==> src/rtl/cascade_vote_n.sv <==
// rtl/cascade_vote_n.sv - N-stage weighted-vote classifier cascade controller
// Sequences classifiers one at a time, accumulates a signed score, early-rejects and times out stalled stages.
module cascade_vote_n #(
    parameter int                        N_STAGES      = 3,
    parameter int                        ADDR_W        = 15,
    parameter int                        SCORE_W       = 8,
    parameter logic [N_STAGES*4-1:0]     STAGE_WEIGHTS = {4'd1, 4'd1, 4'd1},
    parameter int                        THRESH        = 0,
    parameter int                        EARLY_REJECT  = 1,
    parameter int                        TIMEOUT       = 1023
) (
    input  logic                         clk,
    input  logic                         rst,
    input  logic                         detect_en,
    input  logic                         abort,
    output logic                         detect_done,
    output logic                         detected_flag,
    output logic signed [SCORE_W-1:0]    score,
    output logic                         timeout_flag,
    output logic [4:0]                   stages_run,
    output logic [N_STAGES-1:0]          stage_en,
    input  logic [N_STAGES-1:0]          stage_done,
    input  logic [N_STAGES-1:0]          stage_flag,
    input  logic [N_STAGES*ADDR_W-1:0]   stage_addr,
    output logic [ADDR_W-1:0]            rd_addr
);

    localparam int IDX_W = (N_STAGES > 1) ? $clog2(N_STAGES) : 1;

    typedef enum logic [1:0] {
        S_IDLE,
        S_RUN,
        S_GAP,
        S_FINISH
    } state_t;

    state_t                     state_q;
    logic [IDX_W-1:0]           idx_q;
    logic signed [SCORE_W-1:0]  acc_q;
    logic signed [SCORE_W-1:0]  acc_d;
    logic [31:0]                wd_q;
    logic                       detect_en_z_q;
    logic                       armed_q;
    logic                       detect_done_q;
    logic                       detected_flag_q;
    logic signed [SCORE_W-1:0]  score_q;
    logic                       timeout_flag_q;
    logic [4:0]                 stages_run_q;
    logic [N_STAGES-1:0]        stage_en_q;

    logic [3:0]                 w_sel;
    logic signed [SCORE_W-1:0]  w_s;
    logic                       done_sel;
    logic                       flag_sel;
    logic [ADDR_W-1:0]          addr_sel;
    int                         rem_w;
    logic                       timeout_hit;
    logic                       vote;
    logic                       last_stage;
    logic                       reject;
    logic                       start;

    // armed_q blocks a level that was already high when reset released from counting as an edge
    assign start = detect_en && !detect_en_z_q && armed_q;

    always_comb begin
        w_sel    = '0;
        done_sel = 1'b0;
        flag_sel = 1'b0;
        addr_sel = '0;
        rem_w    = 0;
        for (int i = 0; i < N_STAGES; i++) begin
            if (idx_q == IDX_W'(i)) begin
                w_sel    = STAGE_WEIGHTS[i*4 +: 4];
                done_sel = stage_done[i];
                flag_sel = stage_flag[i];
                addr_sel = stage_addr[i*ADDR_W +: ADDR_W];
            end
            if (i > int'(idx_q)) begin
                rem_w = rem_w + int'(STAGE_WEIGHTS[i*4 +: 4]);
            end
        end
        w_s         = $signed(SCORE_W'(w_sel));
        timeout_hit = (TIMEOUT != 0) && (wd_q == 32'(TIMEOUT - 1));
        // a real done on the watchdog cycle wins, so only count the flag when done is present
        acc_d       = acc_q + ((done_sel && flag_sel) ? w_s : -w_s);
        vote        = done_sel || timeout_hit;
        last_stage  = (idx_q == IDX_W'(N_STAGES - 1));
        reject      = (EARLY_REJECT != 0) && ((int'(acc_d) + rem_w) < THRESH);
        rd_addr     = (state_q == S_RUN) ? addr_sel : '0;
    end

    always_ff @(posedge clk or posedge rst) begin
        if (rst) begin
            state_q         <= S_IDLE;
            idx_q           <= '0;
            acc_q           <= '0;
            wd_q            <= '0;
            detect_en_z_q   <= 1'b0;
            armed_q         <= 1'b0;
            detect_done_q   <= 1'b0;
            detected_flag_q <= 1'b0;
            score_q         <= '0;
            timeout_flag_q  <= 1'b0;
            stages_run_q    <= '0;
            stage_en_q      <= '0;
        end else begin
            detect_en_z_q <= detect_en;
            if (!detect_en) begin
                armed_q <= 1'b1;
            end
            detect_done_q <= 1'b0;
            if (abort) begin
                state_q    <= S_IDLE;
                stage_en_q <= '0;
            end else begin
                case (state_q)
                    S_IDLE: begin
                        if (start) begin
                            state_q        <= S_RUN;
                            idx_q          <= '0;
                            acc_q          <= '0;
                            wd_q           <= '0;
                            timeout_flag_q <= 1'b0;
                            stage_en_q     <= N_STAGES'(1);
                        end
                    end
                    S_RUN: begin
                        if (vote) begin
                            acc_q      <= acc_d;
                            stage_en_q <= '0;
                            if (!done_sel) begin
                                timeout_flag_q <= 1'b1;
                            end
                            state_q <= (last_stage || reject) ? S_FINISH : S_GAP;
                        end else begin
                            wd_q <= wd_q + 32'd1;
                        end
                    end
                    S_GAP: begin
                        state_q    <= S_RUN;
                        idx_q      <= idx_q + IDX_W'(1);
                        wd_q       <= '0;
                        stage_en_q <= N_STAGES'(1) << (int'(idx_q) + 1);
                    end
                    S_FINISH: begin
                        detected_flag_q <= (int'(acc_q) >= THRESH);
                        score_q         <= acc_q;
                        stages_run_q    <= 5'(idx_q) + 5'd1;
                        detect_done_q   <= 1'b1;
                        state_q         <= S_IDLE;
                    end
                    default: state_q <= S_IDLE;
                endcase
            end
        end
    end

    assign detect_done   = detect_done_q;
    assign detected_flag = detected_flag_q;
    assign score         = score_q;
    assign timeout_flag  = timeout_flag_q;
    assign stages_run    = stages_run_q;
    assign stage_en      = stage_en_q;

endmodule

==> config.mk <==
export PLATFORM = sky130hd
export DESIGN_NAME = cascade_vote_n
export DESIGN_NICKNAME = d
export VERILOG_FILES = /design/src/rtl/cascade_vote_n.sv
export SDC_FILE = /design/constraint.sdc
export NUM_CORES = 1
export LEC_CHECK = 0
export ABC_CLOCK_PERIOD_IN_PS = 9600
export CORE_ASPECT_RATIO = 1.25
export CORE_MARGIN = 5
export CORE_UTILIZATION = 25
export DETAILED_ROUTE_END_ITERATION = 16
export MAX_ROUTING_LAYER = met4
export SYNTH_ARGS = -nofsm -noshare
export SYNTH_HDL_FRONTEND = slang
export SYNTH_SLANG_ARGS = --single-unit
==> constraint.sdc <==
create_clock -name clk -period 9.6 [get_ports clk]
set_clock_uncertainty 0.2 [all_clocks]
set_input_delay 1.92 -clock clk [delete_from_list [all_inputs] [get_ports clk]]
set_output_delay 1.92 -clock clk [all_outputs]
set_load 0.005 [all_outputs]
# After elaboration in Yosys (flattened, before gate mapping)
# Cells that the tools add are included.
[totals]
latch_bits = 0
ram_bits = 0
word_cells = 96
n_memories = 0
rom_bits = 0
regBits = 65
input_bits = 55
[op_classes]
n_eq_ne = 12
shift = 1
n_reduce_logical = 19
n_bitwise = 1
add_sub_neg = 8
mul = 0
order_cmp = 4
n_mux = 39
n_div = 0
[op_table]
columns = ["operator", "count"]
rows = [
  ["$mux W32", 3],
  ["$pmux W32 S3", 1],
  ["$mux W15", 4],
  ["$add A32 B1 Y32 const B", 1],
  ["$add A32 B2 Y32 const B", 1],
  ["$add A8 B32 Y32", 1],
  ["$eq A32 B10 Y1 const B", 1],
  ["$lt A32 B1 Y1 const B", 1],
  ["$mux W8", 3],
  ["$pmux W8 S2", 1],
  ["$mux W1", 15],
  ["$mux W3", 3],
  ["$pmux W3 S3", 1],
  ["$add A8 B8 Y8", 1],
  ["$ge A8 B1 Y1 const B", 1],
  ["$mux W2", 4],
  ["$ne A2 B2 Y1 const B", 4],
  ["$neg A4 Y8", 1],
  ["$pmux W2 S4", 1],
  ["$reduce_and A4 Y1", 2],
  ["$add A2 B1 Y3 const B", 2],
  ["$eq A2 B2 Y1 const B", 3],
  ["$ne A3 B3 Y1 const B", 2],
  ["$reduce_and A3 Y1", 2],
  ["other kinds (18)", 25],
]

# Logic depth before layout (Yosys ltp)
[depth]
ltp_word = 14
mapped_depth = 14
depth_no_buf = 12

# Worst setup path before layout
# Ideal clock, no wire load.
[synth_timing]
kind = "input to register"
startpoint = "input port stage_flag[1]"
endpoint = "register state_q[0]"
stages = 9
n_path_buf = 0
required_time_ns = 9.268
t_arrival_ns = 4.110
path_slack_ns = 5.158
path_cell_list = "a221o_1 -> a31oi_1 -> ha_1 -> a211oi_1 -> o21bai_1 -> a21oi_1 -> xor2_1 -> o31ai_1 -> o211ai_1"
[synth_via]
elab_chain_len = 12
[synth_rtl]
columns = ["element", "line_no", "source"]
rows = [
  ["from (decl)", "23", "input logic [N_STAGES-1:0] stage_flag,"],
  ["$mux W1 (2 in a row)", "73", "if (idx_q == IDX_W'(i)) begin"],
  ["$logic_and A1 B1 Y1", "86", "acc_d = acc_q + ((done_sel && flag_sel) ? w_s : -w_s);"],
  ["$mux W8", "86", ""],
  ["$add A8 B8 Y8", "86", ""],
  ["$add A8 B32 Y32", "89", "reject = (EARLY_REJECT != 0) && ((int'(acc_d) + rem_w) < THRESH);"],
  ["$lt A32 B1 Y1", "89", ""],
  ["$logic_or A1 B1 Y1", "135", "state_q <= (last_stage || reject) ? S_FINISH : S_GAP;"],
  ["$mux W1", "135", ""],
  ["$mux W2", "129", "if (vote) begin"],
  ["$pmux W2 S4", "117", "case (state_q)"],
  ["$mux W2", "113", "if (abort) begin"],
  ["to (signal assigned)", "135", ""],
  ["to (decl)", "37", "state_t state_q;"],
]
# No other way between the ends. The select of a mux whose other input is x is not followed.
# A chain may end at the register's enable or synchronous reset.

# Worst setup path in the final report
[layout_timing]
startpoint = "input port stage_addr[27]"
endpoint = "output port rd_addr[12]"
[layout_via]
elab_chain_len = 3
[layout_rtl]
columns = ["element", "line_no", "source"]
rows = [
  ["from (decl)", "24", "input logic [N_STAGES*ADDR_W-1:0] stage_addr,"],
  ["$mux W15 (2 in a row)", "73", ""],
  ["$mux W15", "90", "rd_addr = (state_q == S_RUN) ? addr_sel : '0;"],
  ["to (decl)", "25", "output logic [ADDR_W-1:0] rd_addr"],
]
# No other way between the ends.

==> run_results.csv <==
group,metric,value,unit
worst_setup_path,critical_path.startpoint_type,"primary input",
timing,rsz0062_at_grt,"no",
timing,finalHoldViolCount,0,
global_routing,global_route_met3_utilization,1.93,%
timing,maxClockFrequency,0.182,GHz
pwr,netSwitchingPower,0.447,mW
cts,clk_root_buffer_cell,"sky130_fd_sc_hd__clkbuf_16",
logic_synthesis,post_synth.cell_area_avg,9.08,um^2
timing,timing.final.crit_period,5500,ps
place,port_buffers,86,
worst_setup_path,worst-setup-path-type,"primary input to output pin",
logic_synthesis,syn_inst,427,
pwr,power.share.sequential,26.8,%
cts,tritoncts_clock_tree,"yes",
logic_synthesis,synth.yosys.warnings,0,
global_routing,grt-ovfl-total,0,
logic_synthesis,synth-seq-cells,63,
detailed_routing,dr.first_iter.drc_count,243,
cells_and_area,final-seq-area,1580,um^2
floorplan,initial_core_util,25.2,%
pwr,combinationalPowerShare,44.1,%
global_routing,grt_start_max_net_pins,64,
worst_setup_path,critical_path.startpoint,"stage_addr[27]",
logic_synthesis,synth-main-ff-cell,"sky130_fd_sc_hd__dfrtp_1",
global_routing,grt_antenna_before_repair,0,
flow_run,cap_violations,0,
pwr,power_per_cell_area,244,nW/um^2
detailed_routing,vias,3382,
timing,final_period_utilization,57.3,%
timing,tightestPinTransition,1190,ps
worst_setup_path,timing.rr.start,"idx_q[1]",
cells_and_area,multiInputGateArea,2110,um^2
place,dp_hpwl,7460,um
logic_synthesis,synth_cell_types,59,
pwr,power.clock.fraction,29.1,%
timing,slew_headroom,20.4,%
floorplan,core-area,15400,um^2
cells_and_area,layout_commonest_cell,"sky130_fd_sc_hd__clkdlybuf4s50_1",
worst_setup_path,critPathMaxFanout,1,
timing,final-setup-viol-count,0,
detailed_routing,routed_wire_length_per_instance,14.2,um
min_path,timing.hold.worst.class,"flop to flop",
floorplan,row_count,51,
worst_setup_path,cp_slowest_stage_delay,540,ps
place,place_congestion,0.829,
worst_setup_path,timing.reg2reg.worst_path_depth,12,
global_routing,grt_pass1_wl,17000,um
cts,cts_num_sinks,63,
pwr,ir_worst_vdd,0.101,mV
worst_setup_path,critical_path.endpoint_type,"output pin",
worst_setup_path,critical_path.cell_chain,"clkdlybuf4s50_1, a22oi_1, nor2_1, a21oi_1, nor2_1, clkdlybuf4s50_1",
detailed_routing,via_per_inst,4.69,
cts,worstSkewPairLatency,330,ps
worst_setup_path,critPathRequiredTime,7480,ps
logic_synthesis,synthDominantCellAreaShare,40.7,%
cts,cts_max_path_buffers,2,
detailed_routing,detail_route.drc_violations,0,
cts,post_cts.repair.setup_buffers,0,
worst_setup_path,timing.critical_path.depth,6,
global_routing,globalRouteTotalUtil,11.8,%
logic_synthesis,synth_edf_count,0,
pwr,power.internal,0.833,mW
logic_synthesis,ys_seq_area_share,40.7,%
pwr,total_leakage_power,2.12,nW
cells_and_area,antennaDiodeCount,0,
worst_setup_path,worst-path-buf-inv,2,
floorplan,die-area,18100,um^2
timing,fin_tns_setup,0,ps
run_status,run_status,"finished, final reports clean",
cts,clk_pin_slew_worst_paths,50,ps
logic_synthesis,top_cells_by_area_synth,"sky130_fd_sc_hd__dfrtp_1 41%, sky130_fd_sc_hd__ha_1 6.5%, sky130_fd_sc_hd__nor2_1 5.8%",
min_path,worst_hold_path.num_cells,1,
cells_and_area,nets,580,
cts,cts-resized-gates,0,
global_routing,grt_use_met1,13.3,%
cells_and_area,finalNonFillerCells,721,
worst_setup_path,critical_path_arrival,3380,ps
detailed_routing,finalWirelength,10300,um
cells_and_area,layout_common_cells,"86 x sky130_fd_sc_hd__clkdlybuf4s50_1, 63 x sky130_fd_sc_hd__dfrtp_1, 60 x sky130_fd_sc_hd__nor2_1",
detailed_routing,antenna_left,0,
timing,slew_violations,0,
global_routing,routing_usage_on_met2,20.9,%
cts,tritoncts.num_buffers,9,
logic_synthesis,async_s_r_ff_share_synth,100,%
floorplan,chipWidth,121,um
worst_setup_path,crit_path_slowest_cell,"sky130_fd_sc_hd__clkdlybuf4s50_1",
global_routing,first_global_vias,3481,
cells_and_area,layout-drive-gt1-share,7.86,%
min_path,hold_start,"armed_q",
global_routing,top_usage_layer,"met2",
logic_synthesis,synth.cell_area,3880,um^2
cells_and_area,final.fill_count,1550,
pwr,power.share.switching,34.9,%
worst_setup_path,critical-path-top-delay-family,"buffers and inverters",
floorplan,die_y,149,um
cts,number_of_h_tree_levels,3,
cts,cts_hold_repair.buffers,0,
place,placed_cells,705,
floorplan,boundaryPins,89,
detailed_routing,firstDrtPassIters,5,
cells_and_area,syn_to_final_growth,35.4,%
logic_synthesis,synth_top_area_cell,"sky130_fd_sc_hd__dfrtp_1",
==> registers in the layout (all words and copies together) (netlist names) <==
signal         count
wd_q              32
acc_q              8
score              8
stage_en           3
stages_run         3
idx_q              2
state_q            2
armed_q            1
detect_done        1
detect_en_z_q      1
detected_flag      1
timeout_flag       1
==> power by group through the flow <==
stage                     Sequential, mW  Clock (mW)  Combinational [mW]
after detailed placement           0.349           0               0.570
final                              0.343       0.372               0.565
after floorplan                    0.344           0               0.359
after global placement             0.346           0               0.555
after CTS                          0.344       0.377               0.575
after global routing               0.350       0.392               0.630
==> synthesized netlist by cell type, drive strengths merged, types with 2 or more instances <==
| cell type | count |
|---|---|
| mux2 | 11 |
| nand2 | 23 |
| nand2b | 4 |
| nor3 | 12 |
| and2 | 3 |
| ha | 20 |
| inv | 18 |
| nor2 | 60 |
| or2 | 4 |
| a22oi | 15 |
| buf | 10 |
| and4b | 2 |
| and4 | 4 |
| nand4 | 4 |
| nand3 | 12 |
| nor4 | 18 |
| clkbuf | 14 |
| a211oi | 3 |
| o21bai | 2 |
| a21oi | 30 |
| a31oi | 2 |
| xor2 | 4 |
| xnor2 | 23 |
| a211o | 2 |
| o31ai | 3 |
| dfrtp | 63 |
| o41ai | 3 |
| o21ai | 23 |
| or3 | 9 |
| nor4b | 2 |
| a22o | 4 |
| or4 | 2 |
==> area by class of cell <==
| type | count | share of cell area, % |
|---|---|---|
| clock buffer | 10 | 4.36 |
| sequential | 63 | 30.0 |
| tap | 212 | 5.05 |
| multi-input combinational | 322 | 40.3 |
| clock inverter | 6 | 2.07 |
| inverter | 19 | 1.36 |
| timing repair buffer | 89 | 16.8 |
==> per-layer routing <==
layer  up-vias  routed length [um]
li1       1674                   -
met3        19                 293
met1      1630                4190
met4         0                 212
met2        59                5570
met5         -                   0
==> cell families (layout without fill, tap and decap cells) <==
group                      after synthesis  after routing  synth area share [%]
and+or+nand+nor                        165            165                  21.6
AOI/OAI and AO/OA                       96             96                  16.5
buffers and inverters                   43            124                  4.87
adders and majority gates               21             21                  6.97
other                                    1              2                0.0967
muxes                                   11             11                  3.20
xor gates and xnor gates                27             27                  6.10
DFF                                     63             63                  40.7
==> metrics by stage <==
stage	hold WS, ps	worst slack, ps	cell area, um^2	util, %	power (mW)
finish	258	4100	5250	34.1	1.28
floorplan	227	5160	3880	-	0.702
detailed placement	250	4110	4910	31.9	0.919
CTS	267	4110	5250	34.1	1.30
global route	307	3840	5250	34.1	1.37
global placement	244	4120	4910	31.9	0.900
==> final timing paths <==
check | slack, ps | endpoint
max | 4100 | rd_addr[12]
max reg2reg | 4920 | state_q[0]
max in group asynchronous | 6730 | acc_q[6]
min | 260 | armed_q
min in group asynchronous | 1950 | wd_q[16]
min reg2reg | 260 | armed_q
Note: power is estimated with default switching activity, not from simulation.
